===== src/rtl/int_issue_queue_pkg.sv =====
// Shared definitions for the integer issue queue.
// Holds the default physical-register and ROB index widths, plus ROB age
// helpers. The ROB and intblock call the same helpers.
// The helpers take 32-bit indices, so callers zero-extend. This lets one
// function serve any ROB_W up to 32.
package int_issue_queue_pkg;

  localparam int unsigned PREG_W_DEF = 6;
  localparam int unsigned ROB_W_DEF  = 5;

  // Ordering of two ROB ids, each given as a wrap flag plus an index.
  // When the flags are equal, the smaller index is older. When the flags
  // differ, the ROB has wrapped, so the larger index is older.
  function automatic logic is_older(input logic        flag_a,
                                    input logic [31:0] idx_a,
                                    input logic        flag_b,
                                    input logic [31:0] idx_b);
    return ((flag_a == flag_b) && (idx_a < idx_b)) ||
           ((flag_a != flag_b) && (idx_a > idx_b));
  endfunction

  // Returns 1 when the entry is strictly younger than the flushing
  // instruction. The flusher itself and everything older survive.
  function automatic logic is_killed(input logic        flush_flag,
                                     input logic [31:0] flush_idx,
                                     input logic        e_flag,
                                     input logic [31:0] e_idx);
    return (flush_flag ^ e_flag) ^ (flush_idx < e_idx);
  endfunction

endpackage


===== src/rtl/int_issue_queue_if.sv =====
// Interface bundling the issue queue's enqueue, wakeup, issue and flush
// channels.
//   enq_*   : renamed uop in; enq_ready goes back to rename
//   wk_*    : writeback wakeup broadcasts; port i uses wk_prd[i*PREG_W +: PREG_W]
//   issue_* : selected uop out to the execution block; issue_ready comes back
//   flush_* : redirect flush, given as the ROB id of the flushing instruction
// The master modport is the pipeline side, which drives the queue.
// The slave modport is the queue itself.
interface int_issue_queue_if #(
  parameter int unsigned PREG_W    = 6,
  parameter int unsigned ROB_W     = 5,
  parameter int unsigned PAYLOAD_W = 256,
  parameter int unsigned WK_PORTS  = 2
);
  logic                       enq_valid;
  logic                       enq_ready;
  logic [PREG_W-1:0]          enq_prs1;
  logic [PREG_W-1:0]          enq_prs2;
  logic                       enq_src1_rdy;
  logic                       enq_src2_rdy;
  logic                       enq_robidx_flag;
  logic [ROB_W-1:0]           enq_robidx;
  logic [PAYLOAD_W-1:0]       enq_payload;

  logic [WK_PORTS-1:0]        wk_valid;
  logic [WK_PORTS*PREG_W-1:0] wk_prd;

  logic                       issue_valid;
  logic                       issue_ready;
  logic [PREG_W-1:0]          issue_prs1;
  logic [PREG_W-1:0]          issue_prs2;
  logic                       issue_robidx_flag;
  logic [ROB_W-1:0]           issue_robidx;
  logic [PAYLOAD_W-1:0]       issue_payload;

  logic                       flush_valid;
  logic                       flush_robidx_flag;
  logic [ROB_W-1:0]           flush_robidx;

  modport master (
    output enq_valid, enq_prs1, enq_prs2, enq_src1_rdy, enq_src2_rdy,
           enq_robidx_flag, enq_robidx, enq_payload,
    input  enq_ready,
    output wk_valid, wk_prd,
    input  issue_valid, issue_prs1, issue_prs2, issue_robidx_flag,
           issue_robidx, issue_payload,
    output issue_ready,
    output flush_valid, flush_robidx_flag, flush_robidx
  );

  modport slave (
    input  enq_valid, enq_prs1, enq_prs2, enq_src1_rdy, enq_src2_rdy,
           enq_robidx_flag, enq_robidx, enq_payload,
    output enq_ready,
    input  wk_valid, wk_prd,
    output issue_valid, issue_prs1, issue_prs2, issue_robidx_flag,
           issue_robidx, issue_payload,
    input  issue_ready,
    input  flush_valid, flush_robidx_flag, flush_robidx
  );
endinterface


===== src/rtl/iq_age_select.sv =====
// Combinational oldest-candidate picker.
//   cand   : per-entry "ready to issue" mask
//   flag   : per-entry ROB wrap flag
//   idx    : per-entry ROB index
//   onehot : one-hot mask of the winning entry; all zeros when no candidate
//   sel    : binary slot number of the winner
//   any    : at least one candidate exists
// An entry wins when no other candidate is older than it.
// Two entries with identical ROB ids should never occur. If they do, the
// lower slot wins, so onehot always stays one-hot.
module iq_age_select
  import int_issue_queue_pkg::*;
#(
  parameter int unsigned DEPTH = 8,
  parameter int unsigned ROB_W = 5
) (
  input  logic [DEPTH-1:0]            cand,
  input  logic [DEPTH-1:0]            flag,
  input  logic [DEPTH-1:0][ROB_W-1:0] idx,
  output logic [DEPTH-1:0]            onehot,
  output logic [$clog2(DEPTH)-1:0]    sel,
  output logic                        any
);

  localparam int unsigned IDX_W = $clog2(DEPTH);

  logic win;

  always_comb begin
    onehot = '0;
    win    = 1'b0;
    for (int unsigned i = 0; i < DEPTH; i++) begin
      win = cand[i];
      for (int unsigned j = 0; j < DEPTH; j++) begin
        if (j != i && cand[j] &&
            (is_older(flag[j], 32'(idx[j]), flag[i], 32'(idx[i])) ||
             (flag[j] == flag[i] && idx[j] == idx[i] && j < i)))
          win = 1'b0;
      end
      onehot[i] = win;
    end
  end

  always_comb begin
    sel = '0;
    for (int unsigned i = 0; i < DEPTH; i++)
      if (onehot[i]) sel = sel | IDX_W'(i);
  end

  assign any = |cand;

endmodule


===== src/rtl/int_issue_queue.sv =====
// Out-of-order integer issue queue. It sits in front of the ALU/BJU/MULDIV
// block.
// Renamed uops wait here until both source pregs are ready. Each cycle, the
// oldest ready uop is issued.
// Entries never shift. A freed slot is refilled by the next enqueue, which
// always takes the lowest free slot.
// Ports:
//   clock     : all state updates on the rising edge
//   reset     : synchronous, active-high; clears every valid bit
//   iq        : enqueue / wakeup / issue / flush channels (slave side)
//   occupancy : number of valid entries
module int_issue_queue
  import int_issue_queue_pkg::*;
#(
  parameter int unsigned DEPTH     = 8,
  parameter int unsigned PREG_W    = PREG_W_DEF,
  parameter int unsigned ROB_W     = ROB_W_DEF,
  parameter int unsigned PAYLOAD_W = 256,
  parameter int unsigned WK_PORTS  = 2
) (
  input  logic                     clock,
  input  logic                     reset,
  int_issue_queue_if.slave         iq,
  output logic [$clog2(DEPTH):0]   occupancy
);

  localparam int unsigned IDX_W = $clog2(DEPTH);
  localparam int unsigned OCC_W = IDX_W + 1;

  // Entry storage. Only the valid bits are reset.
  logic [DEPTH-1:0]             valid;
  logic [DEPTH-1:0]             rdy1;
  logic [DEPTH-1:0]             rdy2;
  logic [DEPTH-1:0]             flag;
  logic [DEPTH-1:0][ROB_W-1:0]  robidx;
  logic [DEPTH-1:0][PREG_W-1:0] prs1;
  logic [DEPTH-1:0][PREG_W-1:0] prs2;
  logic [PAYLOAD_W-1:0]         payload [DEPTH];

  logic [DEPTH-1:0] wake1, wake2, kill, cand, sel_onehot;
  logic             enq_wake1, enq_wake2, enq_kill;
  logic [IDX_W-1:0] free_idx, sel_idx;
  logic             sel_any, enq_fire, issue_fire;

  // Wakeup compare for the stored entries and for the incoming uop.
  // Matching the incoming uop too means a broadcast in the enqueue cycle
  // is not lost.
  always_comb begin
    wake1     = '0;
    wake2     = '0;
    enq_wake1 = 1'b0;
    enq_wake2 = 1'b0;
    for (int unsigned p = 0; p < WK_PORTS; p++) begin
      if (iq.wk_valid[p]) begin
        for (int unsigned i = 0; i < DEPTH; i++) begin
          if (iq.wk_prd[p*PREG_W +: PREG_W] == prs1[i]) wake1[i] = 1'b1;
          if (iq.wk_prd[p*PREG_W +: PREG_W] == prs2[i]) wake2[i] = 1'b1;
        end
        if (iq.wk_prd[p*PREG_W +: PREG_W] == iq.enq_prs1) enq_wake1 = 1'b1;
        if (iq.wk_prd[p*PREG_W +: PREG_W] == iq.enq_prs2) enq_wake2 = 1'b1;
      end
    end
  end

  // Flush kill mask. The incoming uop is tested with the same predicate.
  always_comb begin
    kill = '0;
    for (int unsigned i = 0; i < DEPTH; i++)
      kill[i] = valid[i] && iq.flush_valid &&
                is_killed(iq.flush_robidx_flag, 32'(iq.flush_robidx),
                          flag[i], 32'(robidx[i]));
    enq_kill = iq.flush_valid &&
               is_killed(iq.flush_robidx_flag, 32'(iq.flush_robidx),
                         iq.enq_robidx_flag, 32'(iq.enq_robidx));
  end

  // Lowest free slot. The loop runs downward, so the lowest index is the
  // last assignment and wins.
  always_comb begin
    free_idx = '0;
    for (int unsigned i = DEPTH; i > 0; i--)
      if (!valid[i-1]) free_idx = IDX_W'(i - 1);
  end

  always_comb begin
    occupancy = '0;
    for (int unsigned i = 0; i < DEPTH; i++)
      occupancy = occupancy + OCC_W'(valid[i]);
  end

  assign cand = valid & rdy1 & rdy2;

  iq_age_select #(
    .DEPTH (DEPTH),
    .ROB_W (ROB_W)
  ) u_age_select (
    .cand   (cand),
    .flag   (flag),
    .idx    (robidx),
    .onehot (sel_onehot),
    .sel    (sel_idx),
    .any    (sel_any)
  );

  // enq_ready depends only on registered state. A slot freed by this
  // cycle's issue cannot be refilled in the same cycle.
  assign iq.enq_ready         = ~&valid;
  assign iq.issue_valid       = sel_any && !kill[sel_idx];
  assign iq.issue_prs1        = prs1[sel_idx];
  assign iq.issue_prs2        = prs2[sel_idx];
  assign iq.issue_robidx_flag = flag[sel_idx];
  assign iq.issue_robidx      = robidx[sel_idx];
  assign iq.issue_payload     = payload[sel_idx];

  assign enq_fire   = iq.enq_valid && iq.enq_ready;
  assign issue_fire = iq.issue_valid && iq.issue_ready;

  always_ff @(posedge clock) begin
    if (reset) begin
      valid <= '0;
    end else begin
      for (int unsigned i = 0; i < DEPTH; i++) begin
        if (kill[i] || (issue_fire && sel_onehot[i])) begin
          valid[i] <= 1'b0;
        end else begin
          if (wake1[i]) rdy1[i] <= 1'b1;
          if (wake2[i]) rdy2[i] <= 1'b1;
        end
      end
      // The free slot is never valid, so this write cannot collide with
      // the clears above.
      if (enq_fire && !enq_kill) begin
        valid[free_idx]   <= 1'b1;
        rdy1[free_idx]    <= iq.enq_src1_rdy | enq_wake1;
        rdy2[free_idx]    <= iq.enq_src2_rdy | enq_wake2;
        flag[free_idx]    <= iq.enq_robidx_flag;
        robidx[free_idx]  <= iq.enq_robidx;
        prs1[free_idx]    <= iq.enq_prs1;
        prs2[free_idx]    <= iq.enq_prs2;
        payload[free_idx] <= iq.enq_payload;
      end
    end
  end

endmodule


===== src/flat_wrapper.sv =====
// flat-port wrapper written by rule: the top's interface ports become plain ports
module int_issue_queue_flat import int_issue_queue_pkg::*;
#(
  parameter int unsigned DEPTH     = 8,
  parameter int unsigned PREG_W    = PREG_W_DEF,
  parameter int unsigned ROB_W     = ROB_W_DEF,
  parameter int unsigned PAYLOAD_W = 256,
  parameter int unsigned WK_PORTS  = 2
)
  (clock, reset, occupancy, iq_enq_valid, iq_enq_prs1, iq_enq_prs2, iq_enq_src1_rdy, iq_enq_src2_rdy, iq_enq_robidx_flag, iq_enq_robidx, iq_enq_payload, iq_enq_ready, iq_wk_valid, iq_wk_prd, iq_issue_valid, iq_issue_prs1, iq_issue_prs2, iq_issue_robidx_flag, iq_issue_robidx, iq_issue_payload, iq_issue_ready, iq_flush_valid, iq_flush_robidx_flag, iq_flush_robidx);
  int_issue_queue_if #(.PREG_W(PREG_W), .ROB_W(ROB_W), .PAYLOAD_W(PAYLOAD_W), .WK_PORTS(WK_PORTS)) iq_i ();
  input  logic clock;
  input  logic reset;
  output logic [$clog2(DEPTH):0] occupancy;
  input wire logic [$bits(iq_i.enq_valid)-1:0] iq_enq_valid;
  input wire logic [$bits(iq_i.enq_prs1)-1:0] iq_enq_prs1;
  input wire logic [$bits(iq_i.enq_prs2)-1:0] iq_enq_prs2;
  input wire logic [$bits(iq_i.enq_src1_rdy)-1:0] iq_enq_src1_rdy;
  input wire logic [$bits(iq_i.enq_src2_rdy)-1:0] iq_enq_src2_rdy;
  input wire logic [$bits(iq_i.enq_robidx_flag)-1:0] iq_enq_robidx_flag;
  input wire logic [$bits(iq_i.enq_robidx)-1:0] iq_enq_robidx;
  input wire logic [$bits(iq_i.enq_payload)-1:0] iq_enq_payload;
  output wire logic [$bits(iq_i.enq_ready)-1:0] iq_enq_ready;
  input wire logic [$bits(iq_i.wk_valid)-1:0] iq_wk_valid;
  input wire logic [$bits(iq_i.wk_prd)-1:0] iq_wk_prd;
  output wire logic [$bits(iq_i.issue_valid)-1:0] iq_issue_valid;
  output wire logic [$bits(iq_i.issue_prs1)-1:0] iq_issue_prs1;
  output wire logic [$bits(iq_i.issue_prs2)-1:0] iq_issue_prs2;
  output wire logic [$bits(iq_i.issue_robidx_flag)-1:0] iq_issue_robidx_flag;
  output wire logic [$bits(iq_i.issue_robidx)-1:0] iq_issue_robidx;
  output wire logic [$bits(iq_i.issue_payload)-1:0] iq_issue_payload;
  input wire logic [$bits(iq_i.issue_ready)-1:0] iq_issue_ready;
  input wire logic [$bits(iq_i.flush_valid)-1:0] iq_flush_valid;
  input wire logic [$bits(iq_i.flush_robidx_flag)-1:0] iq_flush_robidx_flag;
  input wire logic [$bits(iq_i.flush_robidx)-1:0] iq_flush_robidx;
  assign iq_i.enq_valid = iq_enq_valid;
  assign iq_i.enq_prs1 = iq_enq_prs1;
  assign iq_i.enq_prs2 = iq_enq_prs2;
  assign iq_i.enq_src1_rdy = iq_enq_src1_rdy;
  assign iq_i.enq_src2_rdy = iq_enq_src2_rdy;
  assign iq_i.enq_robidx_flag = iq_enq_robidx_flag;
  assign iq_i.enq_robidx = iq_enq_robidx;
  assign iq_i.enq_payload = iq_enq_payload;
  assign iq_enq_ready = iq_i.enq_ready;
  assign iq_i.wk_valid = iq_wk_valid;
  assign iq_i.wk_prd = iq_wk_prd;
  assign iq_issue_valid = iq_i.issue_valid;
  assign iq_issue_prs1 = iq_i.issue_prs1;
  assign iq_issue_prs2 = iq_i.issue_prs2;
  assign iq_issue_robidx_flag = iq_i.issue_robidx_flag;
  assign iq_issue_robidx = iq_i.issue_robidx;
  assign iq_issue_payload = iq_i.issue_payload;
  assign iq_i.issue_ready = iq_issue_ready;
  assign iq_i.flush_valid = iq_flush_valid;
  assign iq_i.flush_robidx_flag = iq_flush_robidx_flag;
  assign iq_i.flush_robidx = iq_flush_robidx;
  int_issue_queue #(.DEPTH(DEPTH), .PREG_W(PREG_W), .ROB_W(ROB_W), .PAYLOAD_W(PAYLOAD_W), .WK_PORTS(WK_PORTS)) u_core (.clock(clock), .reset(reset), .iq(iq_i), .occupancy(occupancy));
endmodule

===== config.mk =====
export PLATFORM = sky130hd
export DESIGN_NAME = int_issue_queue_flat
export DESIGN_NICKNAME = d
export VERILOG_FILES = /design/src/rtl/int_issue_queue_pkg.sv /design/src/rtl/int_issue_queue_if.sv /design/src/rtl/iq_age_select.sv /design/src/rtl/int_issue_queue.sv /design/src/flat_wrapper.sv
export SDC_FILE = /design/constraint.sdc
export NUM_CORES = 2
export LEC_CHECK = 0
export BUFFER_PORTS_ARGS = -buffer_cell sky130_fd_sc_hd__buf_2
export CAP_MARGIN = 30
export CORE_MARGIN = 3
export CORE_UTILIZATION = 40
export CTS_BUF_LIST = sky130_fd_sc_hd__clkbuf_2 sky130_fd_sc_hd__clkbuf_4 sky130_fd_sc_hd__clkbuf_8
export DETAILED_ROUTE_END_ITERATION = 16
export SYNTH_ARGS = -nofsm -noshare
export SYNTH_HDL_FRONTEND = slang
export SYNTH_SLANG_ARGS = --single-unit

===== constraint.sdc =====
create_clock -name clock -period 39 [get_ports clock]
set_input_delay 3.9 -clock clock [delete_from_list [all_inputs] [get_ports clock]]
set_output_delay 3.9 -clock clock [all_outputs]
set_load 0.01 [all_outputs]

==> flow_summary.toml <==
[sta]
setup_viol = 0
hold_ws_ns = 0.5820
fmax_ghz = 0.07540
drv_slew = 0
finalCritPeriodShare_pct = 34.01
finalClockSkew_ns = 0.1019
finalSetupTns_ns = 0
period_minus_slack_ns = 13.26
hold_viol = 0
finalWorstSetupSlack_ns = 25.74
worstMarginPinSlew_ns = 1.152
slew_headroom_pct = 23.20
rsz0062_at_grt = "false"

[routing]
drt_pre_antenna_iters = 5
vias = 63900
wl_per_cell_um = 22.08
postRouteAntennaNets = 0
via_per_inst = 5.329
first_iter_violations = 5789
drc_errors = 0
routed_wirelength_mm = 264.8

[place]
post-place-ws_ns = 26.79
dpl_cell_area_um2 = 100700
dp_hpwl_mm = 148.4
port_buffers = 580
dp.cells = 11290
place.gp.congestion = 0.9327

[clock_network]
cts_buffers = 383
h-tree-depth = 5
cts_resized = 0
hold_buffers = 0
clockBufferDepth = 4
clkSinkCount = 2216
insertion_delay_ns = 1.08
cts_tree = "built"
clockRootBuffer = "clkbuf_8"
clkTransAtPathRegs_ns = 0.06
post-cts-setup-buffer-count = 0

[pwr]
leakagePower_nw = 39.98
power_density_nw_per_um2 = 45.77
ir_worst_vdd_uv = 34.05

[synth]
synth_cell_types = 74
yosys_warnings = 0
synth.avg_cell_area_um2 = 11.94
syn-cell-area_um2 = 94770
synth-async-reset-ratio_pct = 0
synth_cells = 7939
synth_seq_cells = 2216
synth_edf_count = 2208
syn-num-nets = 8423
ys_seq_area_share_pct = 70.13
ys.flop_type = "edfxtp_1"

[finish]
post-route-cell-area_um2 = 108100
area_delta_synth_final_pct = 14.03
n_fill_cell = 21220
nets = 9010
drive_gt1_share_pct = 14.55
seq_area_um2 = 66460
multi_input_area_um2 = 26270
stdcell_count = 11990

[setup_path]
crit_path_end = "iq_issue_payload[154]"
cp-start-kind = "flip-flop"
worstPathRequired_ns = 35.10
r2r_start = "u_core.valid[3]$_SDFF_PP0_"
r2r_end = "u_core.payload[5][130]$_DFFE_PP_"
critPathLaunch = "u_core.robidx[28]$_DFFE_PP_"
r2r_slack_ns = 33.01
critical_path_class = "reg -> out"
rr_worst_depth = 11
cp.arrival_ns = 9.36
endpoint_kind = "output port"
crit_fanout = 90

[global_route]
antenna_found_initial = 81
grt_max_degree = 194
first_global_vias = 62020
track_usage_pct = 21.14
grt_pass1_wl_mm = 394.7
overflow = 0

[floorplanning]
design.die.area_um2 = 242800
ios = 581
rows = 178
dieHeight_um = 492.8
core_um2 = 235400
die_w_um = 492.8
start_util_pct = 40.26

[status]
status = "completed"

[min_path]
hp-class = "reg -> reg"

[job]
drv_cap = 0
cell type report:
class / instances / area share [%]
diodes: 29 / 0.06715
repair buffers: 676 / 3.573
clock inverters: 146 / 0.7676
flip-flops and latches: 2216 / 61.50
inverters: 67 / 0.2466
clock buffers: 525 / 5.893
well taps: 3150 / 3.647
multi-input cells: 5182 / 24.30
cell usage in the layout (no fill, tap or decap), types with 7 or more instances in the layout:
| master | Yosys | layout |
|---|---|---|
| nand2_1 | 2490 | 2490 |
| edfxtp_1 | 2208 | 2208 |
| nand3_1 | 1388 | 1388 |
| buf_2 | 70 | 580 |
| clkbuf_8 | 0 | 388 |
| o21ai_0 | 325 | 325 |
| ha_1 | 179 | 179 |
| xnor2_1 | 149 | 149 |
| clkbuf_4 | 0 | 137 |
| xor2_1 | 126 | 126 |
| clkinv_1 | 1 | 102 |
| buf_4 | 2 | 80 |
| inv_1 | 66 | 64 |
| nor2_1 | 64 | 60 |
| a21oi_1 | 54 | 54 |
| nand4_1 | 47 | 47 |
| a21o_1 | 38 | 38 |
| mux2i_1 | 37 | 37 |
| nor4_1 | 38 | 37 |
| and3_1 | 30 | 30 |
| diode_2 | 0 | 29 |
| clkinv_2 | 0 | 24 |
| nor2b_1 | 20 | 20 |
| o211ai_1 | 20 | 20 |
| nand2b_1 | 18 | 18 |
| o31ai_1 | 14 | 14 |
| o22ai_1 | 12 | 12 |
| buf_12 | 0 | 11 |
| and2_1 | 11 | 10 |
| mux2_2 | 10 | 10 |
| or3_1 | 8 | 8 |
| o21ai_1 | 8 | 8 |
| dfxtp_1 | 8 | 8 |
| a211oi_1 | 7 | 7 |
| bufinv_16 | 0 | 7 |
per-layer routing:
metal  wire, µm  GRT usage (%)
met1     112300          28.52
met2     125600          33.91
met3      18990          4.769
met4       7660          6.909
met5        271              0
sequential cells by signal, summed over array words and instances, names as in the netlist:
signal / flops
u_core.rdy1: 8
u_core.prs2: 48
u_core.valid: 8
u_core.flag: 8
u_core.rdy2: 8
u_core.robidx: 40
u_core.prs1: 48
u_core.payload: 2048
worst max-delay path, stage by stage (launching register included):
cell	delay, ns
edfxtp_1	0.38
inv_1	0.29
ha_1	0.33
a21oi_1	0.16
nand2_1	0.07
a221oi_1	0.52
mux2_2	0.40
o2111a_1	0.22
o211ai_1	0.23
nor4bb_4	0.40
buf_4	0.61
buf_4	0.79
buf_4	0.89
buf_4	0.74
buf_4	0.80
nand2_1	0.13
nand3_1	0.12
nand2_1	0.07
o21ai_0	0.71
buf_2	0.27
worst min-delay path by stage:
stage	startpoint	to	slack, ns	depth (start not counted)
after global placement	u_core.valid[6]$_SDFF_PP0_	u_core.valid[6]$_SDFF_PP0_	0.56	2
after floorplan	u_core.valid[6]$_SDFF_PP0_	u_core.valid[6]$_SDFF_PP0_	0.49	2
after global routing	u_core.valid[6]$_SDFF_PP0_	u_core.valid[6]$_SDFF_PP0_	0.59	2
after CTS	u_core.valid[6]$_SDFF_PP0_	u_core.valid[6]$_SDFF_PP0_	0.57	2
final	u_core.valid[2]$_SDFF_PP0_	u_core.valid[2]$_SDFF_PP0_	0.58	2
after detailed placement	u_core.valid[6]$_SDFF_PP0_	u_core.valid[6]$_SDFF_PP0_	0.56	2
power by group:
part           switching (mW)  total, mW  internal (mW)
Combinational           0.185      0.268         0.0837
Clock                   0.913       2.01           1.10
Sequential             0.0109       2.67           2.66
logic make-up after synthesis:
kind of cell	count (synthesis)	share of synthesized area, %
flops	2216	70.13
buf+inv	541	2.251
fa+ha+maj	183	2.448
mux	47	0.5096
xor+xnor	275	2.541
simple gates	4141	18.81
compound gates	536	3.308
metrics by stage:
stage	utilization, %	total power, mW
after floorplan	-	2.871
after global placement	42.75	2.980
after detailed placement	42.79	2.987
after CTS	45.84	4.999
after global routing	45.89	5.132
final	45.91	4.946
synth_stat cells, drive strengths merged (5+ instances only):
library cell  number  area [µm²]
a21oi             54       270.3
a21o              38       285.3
mux2i             37       370.4
nand4             47       294.0
xnor2            149        1305
mux2              10       112.6
nor4              40       262.8
and2              11       68.82
o22ai             12       75.07
edfxtp          2208       66300
nand2b            18       112.6
ha               179        2240
a21boi             5       37.54
clkbuf           361        1355
o21ai            333        1667
nor2              64       240.2
o31ai             15       117.6
or3                8       50.05
and3              30       187.7
nand2           2490        9346
a31oi              6       37.54
inv               66       247.7
o211ai            20       150.1
buf              113       526.8
nor2b             20       125.1
a211oi             8       72.57
nand3           1388        6947
xor2             126        1104
o311ai             5       43.79
dfxtp              8       160.2
Power figures use the tool's default switching activity.
